## config.mk

```make
export PLATFORM = sky130hd
export DESIGN_NAME = router_sequencer
export DESIGN_NICKNAME = d
export VERILOG_FILES = /design/src/rtl/router_pkg.sv /design/src/rtl/stream_buffer_writer.sv /design/src/rtl/router_sequencer.sv
export SDC_FILE = /design/constraint.sdc
export NUM_CORES = 1
export LEC_CHECK = 0
export ABC_AREA = 0
export CAP_MARGIN = 30
export CORE_UTILIZATION = 65
export CTS_CLUSTER_SIZE = 30
export DETAILED_ROUTE_END_ITERATION = 8
export PLACE_DENSITY = 0.85
export SLEW_MARGIN = 20
export SYNTH_ARGS = -nofsm -noshare
export SYNTH_HDL_FRONTEND = slang
export SYNTH_HIERARCHICAL = 1
export SYNTH_SLANG_ARGS = --single-unit
```

## constraint.sdc

```tcl
create_clock -name clk -period 10.7 [get_ports clk]
set_input_delay 2.14 -clock clk [delete_from_list [all_inputs] [get_ports clk]]
set_output_delay 2.14 -clock clk [all_outputs]
set_load 0.05 [all_outputs]
```

## src/rtl/router_pkg.sv

```systemverilog
// Shared types and constants for the Toeplitz buffer router and its sequencer.
package router_pkg;

  localparam int KERNEL_WIDTH = 3;

  typedef enum logic [2:0] {
    S_IDLE    = 3'd0,
    S_LOAD    = 3'd1,
    S_START   = 3'd2,
    S_COMPUTE = 3'd3,
    S_NEXT    = 3'd4,
    S_DONE    = 3'd5
  } seq_state_t;

endpackage

```

## src/rtl/stream_buffer_writer.sv

```systemverilog
// Streams ifmap pixels into the router register file, row-major, one write per
// valid/ready handshake; flags the handshake that completes the image.
module stream_buffer_writer
  import router_pkg::*;
#(
  parameter int dataSize = 8,
  parameter int nAddress = 8
) (
  input  logic                clk,
  input  logic                nrst,
  input  logic                active,
  input  logic                clr,
  input  logic [15:0]         area,
  input  logic [dataSize-1:0] in_data,
  input  logic                in_valid,
  output logic                in_ready,
  output logic [dataSize-1:0] buf_wr_data,
  output logic [nAddress-1:0] buf_wr_addr,
  output logic                buf_wr_en,
  output logic                load_done
);

  logic [nAddress-1:0] load_cnt_q;
  logic [nAddress-1:0] load_cnt_d;

  // Write port, handshake and next pixel address.
  always_comb begin
    in_ready    = active;
    buf_wr_en   = in_valid & active;
    buf_wr_data = active ? in_data : {dataSize{1'b0}};
    buf_wr_addr = active ? load_cnt_q : {nAddress{1'b0}};
    load_done   = buf_wr_en && (16'(load_cnt_q) == (area - 16'd1));
    if (clr) begin
      load_cnt_d = {nAddress{1'b0}};
    end else if (load_done) begin
      load_cnt_d = {nAddress{1'b0}};
    end else if (buf_wr_en) begin
      load_cnt_d = load_cnt_q + nAddress'(1);
    end else begin
      load_cnt_d = load_cnt_q;
    end
  end

  // Pixel address register.
  always_ff @(posedge clk or negedge nrst) begin
    if (!nrst) begin
      load_cnt_q <= {nAddress{1'b0}};
    end else begin
      load_cnt_q <= load_cnt_d;
    end
  end

endmodule

```

## src/rtl/router_sequencer.sv

```systemverilog
// Per-channel sequencer for the Toeplitz buffer router: load ifmap, start the
// router, follow the window sweep until done, then advance to the next channel.
module router_sequencer
  import router_pkg::*;
#(
  parameter int dataSize    = 8,
  parameter int numRegister = 256,
  parameter int kernelWidth = KERNEL_WIDTH
) (
  input  logic                             clk,
  input  logic                             nrst,
  input  logic [15:0]                      cfg_ifmap_width,
  input  logic [7:0]                       cfg_num_channels,
  input  logic                             ctrl_start,
  input  logic [dataSize-1:0]              in_data,
  input  logic                             in_valid,
  output logic                             in_ready,
  output logic [dataSize-1:0]              buf_wr_data,
  output logic [$clog2(numRegister)-1:0]   buf_wr_addr,
  output logic                             buf_wr_en,
  output logic                             buf_start,
  input  logic                             buf_done,
  output logic                             ofmap_valid,
  output logic [7:0]                       ch_idx,
  output logic                             busy,
  output logic                             flag_done,
  output logic                             err_cfg,
  output logic                             err_timeout
);

  localparam int nAddress = $clog2(numRegister);

  seq_state_t  state_q, state_d;
  logic [15:0] width_q, width_d;
  logic [7:0]  nch_q, nch_d;
  logic [7:0]  ch_idx_q, ch_idx_d;
  logic [15:0] cyc_cnt_q, cyc_cnt_d;
  logic        busy_q, busy_d;
  logic        flag_done_q, flag_done_d;
  logic        err_cfg_q, err_cfg_d;
  logic        err_timeout_q, err_timeout_d;

  logic [15:0] area;
  logic [15:0] out_edge;
  logic [15:0] win;
  logic [31:0] cfg_area;
  logic        cfg_ok;
  logic        wr_clr;
  logic        load_done;

  assign area     = width_q * width_q;
  assign out_edge = width_q - 16'(kernelWidth) + 16'd1;
  assign win      = out_edge * out_edge;
  // Legality uses a 32-bit area so a huge W cannot wrap into a small one.
  assign cfg_area = {16'd0, cfg_ifmap_width} * {16'd0, cfg_ifmap_width};
  assign cfg_ok   = (cfg_ifmap_width >= 16'(kernelWidth)) &&
                    (cfg_area <= 32'(numRegister)) &&
                    (cfg_num_channels != 8'd0);

  stream_buffer_writer #(
    .dataSize (dataSize),
    .nAddress (nAddress)
  ) u_writer (
    .clk         (clk),
    .nrst        (nrst),
    .active      (state_q == S_LOAD),
    .clr         (wr_clr),
    .area        (area),
    .in_data     (in_data),
    .in_valid    (in_valid),
    .in_ready    (in_ready),
    .buf_wr_data (buf_wr_data),
    .buf_wr_addr (buf_wr_addr),
    .buf_wr_en   (buf_wr_en),
    .load_done   (load_done)
  );

  // Next-state, counters and combinational router controls.
  always_comb begin
    state_d       = state_q;
    width_d       = width_q;
    nch_d         = nch_q;
    ch_idx_d      = ch_idx_q;
    cyc_cnt_d     = cyc_cnt_q;
    err_cfg_d     = 1'b0;
    err_timeout_d = 1'b0;
    wr_clr        = 1'b0;
    buf_start     = 1'b0;
    ofmap_valid   = 1'b0;
    case (state_q)
      S_IDLE: begin
        if (ctrl_start && cfg_ok) begin
          width_d  = cfg_ifmap_width;
          nch_d    = cfg_num_channels;
          ch_idx_d = 8'd0;
          wr_clr   = 1'b1;
          state_d  = S_LOAD;
        end else if (ctrl_start) begin
          err_cfg_d = 1'b1;
        end else begin
          state_d = S_IDLE;
        end
      end
      S_LOAD: begin
        if (load_done) begin
          state_d = S_START;
        end else begin
          state_d = S_LOAD;
        end
      end
      S_START: begin
        buf_start   = 1'b1;
        ofmap_valid = 1'b1;
        cyc_cnt_d   = 16'd0;
        state_d     = S_COMPUTE;
      end
      S_COMPUTE: begin
        ofmap_valid = !buf_done;
        cyc_cnt_d   = cyc_cnt_q + 16'd1;
        if (buf_done) begin
          state_d = S_NEXT;
        end else if (cyc_cnt_q >= win) begin
          err_timeout_d = 1'b1;
          state_d       = S_IDLE;
        end else begin
          state_d = S_COMPUTE;
        end
      end
      S_NEXT: begin
        if (ch_idx_q == (nch_q - 8'd1)) begin
          state_d = S_DONE;
        end else begin
          ch_idx_d = ch_idx_q + 8'd1;
          wr_clr   = 1'b1;
          state_d  = S_LOAD;
        end
      end
      S_DONE: begin
        state_d = S_IDLE;
      end
      default: begin
        state_d = S_IDLE;
      end
    endcase
    busy_d      = (state_d != S_IDLE);
    flag_done_d = (state_d == S_DONE);
  end

  // State, latched configuration and registered status outputs.
  always_ff @(posedge clk or negedge nrst) begin
    if (!nrst) begin
      state_q       <= S_IDLE;
      width_q       <= 16'd0;
      nch_q         <= 8'd0;
      ch_idx_q      <= 8'd0;
      cyc_cnt_q     <= 16'd0;
      busy_q        <= 1'b0;
      flag_done_q   <= 1'b0;
      err_cfg_q     <= 1'b0;
      err_timeout_q <= 1'b0;
    end else begin
      state_q       <= state_d;
      width_q       <= width_d;
      nch_q         <= nch_d;
      ch_idx_q      <= ch_idx_d;
      cyc_cnt_q     <= cyc_cnt_d;
      busy_q        <= busy_d;
      flag_done_q   <= flag_done_d;
      err_cfg_q     <= err_cfg_d;
      err_timeout_q <= err_timeout_d;
    end
  end

  assign ch_idx      = ch_idx_q;
  assign busy        = busy_q;
  assign flag_done   = flag_done_q;
  assign err_cfg     = err_cfg_q;
  assign err_timeout = err_timeout_q;

endmodule

```

==> results.md, run 1 <==
* Crit Path Category: input port to flip-flop
* Crit path DAT at 10.09 ns
* Switch Pwr at 2.73 mW
* F_max at 101 MHz
* Number of enable flip-flop cells after synthesis at 0
* Die span in y at 169 µm
* Total Power at 4.75 mW
* Vias at ~14000
* Sequential share of power at 0.057
* Hold_buf cts at 0
* Synth top area share at 0.336
* Net Sw Frac at 0.575
* Crit path buf inv count at 7
* Count leader, synth: inv_1
* DR vias/cell at 5.76
* Layout cell share with drive strength beyond 1 at 0.0401
* Cell count after synthesis at 2054
* Num ports at ~70
* GRT Total Usage at 0.325
* Crit-path max FO at 18
* Fin cells at 2467
* Iter 0 DRT Violations at 825
* Remaining DRCs at 0
* Most used cell, CP: fa_1
* First-pass GRT wire length at roughly 74000 µm
* Simple-gate area share of the yosys netlist at 0.159
* Largest net degree at the start of global routing at 63
* DRT Wirelength at 43100 µm
* Die X at around 170 µm
* Synth Cell Area at 18100 µm²
* Final Hold Fails at 0
* Max incr delay on CP at 0.90 ns
* Area contributors post-synth: fa_1 34%, ha_1 14%, inv_1 9.6%
* Adder-cell share of the synthesized area at 0.477
* Vias in the first global route at 15800
* Antenna-violating nets left at 0
* Synth Area in XOR/XNOR at 0.0572
* Congestion Overflow GR at 0
* Final Setup Violations at 0
* Seq/Total Area, Yosys at 0.0859
* CP Data Required Time at 10.92 ns
* Setup bufs post-CTS at 0
* Fin nets at about 2600
* Minimum clock period at 9.87 ns
* N_diodes at 0
* Syn. warnings at 6
* CTS Buf Count at 9
* CP Launch Type: input port
* Clk_skew at 0.0100 ns
* CTS tree: yes
* Final worst path period share at 0.922
* Initial antenna violation count at 3
* DP Cell Count at ~2500
* Syn Area/Cell at 8.79 µm²
* Biggest area consumer among synthesized cells: fa_1
* Power Dens Cells at 244 nW/µm²
* Detailed-router iteration count before antenna repair at 5
* Routed len/inst at 17.5 µm
* Worst-Skew Late Latency at 0.34 ns
* Clk slew on worst S/H paths at 0.06 ns
* Starting Density at 0.666
* GPL Wtd Cong at 0.936
* Commonest register cell after synthesis: dfrtp_1
* Fillers at approximately 2100
* Worst slew pin tran at 0.911 ns
* RSZ-0062 raised after global routing: no
* CTS Root Cell: clkbuf_16
* Leak at 10.1 nW
* CP Capture Type: flip-flop
* Largest family of logic cells by synthesized area: adder cells
* Mux share of post-synthesis cell area at 0.0184
* Port Buf Inserts at 68
* Cts repair resizes at 0
* Relative slew margins at 0.391
* Library cells used by synthesis at 83
* Max clock buf depth at 2
* Compound-gate portion of the synthesized area at 0.0890
* Worst hold path type: flip-flop to flip-flop
* Htree depth at 3
* DP HPWL at between 30000 and 40000 µm
* Commonest cells in the synthesized netlist: 461 x inv_1, 303 x fa_1, 204 x ha_1
* Pint at 2.02 mW
* Pre-CTS WS at 0.480 ns
* TritonCTS Sinks at 62
* Max rail drop VDD at 0.000390 V
* Clock share of power at 0.071
* Util after Layout at 0.717
* CP Cell Sequence: clkdlybuf4s50_1, buf_4, and2_1, inv_1, fa_1, inv_1, fa_1, inv_1, fa_1, inv_1, fa_1, fa_1, ha_1, ha_1, a21oi_1, o22ai_1, a2111oi_2, o2111ai_1, nor4_1, o2111ai_1, or4_1, nor3_4, buf_4, mux2_2
* TNS Setup at 0 ns
* Slew Viols, Final at 0
* Yosys reg bits at 62
* Die ar. at 28400 µm²
* # Max-Cap Violations at 0
* Status: finished clean
* Site row count at 60
* Comb power frac at 0.871
* Area grow syn2layout at 7.62%
* Core Box Area at 27100 µm²
* Ys async rst share at 1.00
* Top delay family on crit path: adder cells
* Slowest-stage cell, CP: clkdlybuf4s50_1
* Final WS setup at 0.834 ns
[layout make-up]
cell class	count	area, µm²	area share
multi-input cells	1460	14500	0.745
inverters	464	1740	0.0896
flip-flops and latches	62	1550	0.0798
repair buffers	93	861	0.0443
well taps	372	465	0.0240
clock buffers	10	239	0.0123
clock inverters	6	92.6	0.00476
[worst register-to-register path, cell delays in order, from the launching register on]
cell and delay (ns):
dfrtp_1 0.73, inv_1 0.32, ha_1 0.29, xnor2_1 0.51
clkinv_1 0.48, nand2_1 0.25, fa_1 0.47, fa_1 0.55
inv_1 0.05, fa_1 0.50, inv_1 0.06, fa_1 0.53
inv_1 0.05, fa_1 0.48, inv_1 0.06, fa_1 0.49
inv_1 0.05, ha_1 0.31, o21a_1 0.12, o31a_1 0.12
o41ai_1 0.30, xor2_1 0.21, ha_1 0.27, a2111o_1 0.45
or2_2 0.31, o221ai_1 0.29, o211ai_1 0.16, nand2b_1 0.09
[through the flow]
stage / hold slack (ns) / cell area (µm²)
5_1_grt: 0.552 / 19400
2_1_floorplan: 0.471 / 18100
4_1_cts: 0.531 / 19400
6_report: 0.530 / 19400
3_5_place_dp: 0.515 / 19100
3_3_place_gp: 0.491 / 19100
[power groups by stage]
stage / sequential, mW / combinational (mW) / clock, mW
after floorplan: 0.271 / 3.11 / 0
after global placement: 0.275 / 4.00 / 0
after detailed placement: 0.276 / 4.05 / 0
after CTS: 0.271 / 4.09 / 0.340
after global routing: 0.274 / 4.58 / 0.350
final: 0.272 / 4.14 / 0.339
[path summary, 6_finish.rpt]
kind	from	endpoint	slack, ns	cells past startpoint
setup / recovery	cfg_ifmap_width[14]	nch_q[1]	0.83	24
hold / removal	nch_q[7]	nch_q[7]	0.53	1
max in group asynchronous	nrst	u_writer/load_cnt_q[7]	8.17	2
min in group asynchronous	nrst	cyc_cnt_q[15]	1.96	2
setup reg to reg	width_q[2]	busy	2.16	27
hold reg to reg	nch_q[7]	nch_q[7]	0.53	1
[flip-flops by register name, indices dropped and copies added, names as in the netlist]
register             count
flag_done                1
cyc_cnt_q               16
width_q                 15
busy                     1
err_timeout              1
ch_idx                   8
err_cfg                  1
u_writer/load_cnt_q      8
state_q                  3
nch_q                    8
[per-layer routing]
layer / routed length [µm] / part of all wire / GRT usage / vias to the layer above
met2: 22800 / 0.53 / 0.603 / 503
met3: 2110 / 0.049 / 0.0334 / 165
met1: 16000 / 0.37 / 0.370 / 7048
met5: 19 / 0.00044 / 0 / -
met4: 2180 / 0.051 / 0.170 / 2
li1: - / - / - / 6503
[kinds of logic after synthesis]
family          Yosys count
xor+xnor                118
simple gates            572
flops                    62
buf+inv                 535
other cells               1
fa+ha+maj               507
mux                      30
compound gates          229
[cells in the final DEF (no fill, tap or decap), drive strengths merged, types with 9 or more instances in the layout]
master,netlist,routed
xnor2,72,72
dfrtp,62,62
nor3,30,30
nor4,20,20
o211ai,11,11
a21oi,54,54
clkbuf,57,10
nand4,19,19
o21a,13,13
mux2,26,26
xor2,46,46
and2,106,106
nand2b,22,22
clkdlybuf4s50,0,67
fa,303,303
nand3,21,21
nor2,90,90
a21o,19,19
and3,15,15
inv,461,462
or2,11,11
nor2b,14,14
o21ai,51,51
o31ai,9,9
nand2,196,196
ha,204,204
buf,14,26
No activity file was read; power rests on OpenSTA's default activity.
==> run 2: changes to the inputs <==
- CTS_CLUSTER_DIAMETER: default -> 60
==> results of run 2 <==
Same layout as run 1: the final DEF is identical, and so are final timing and power.
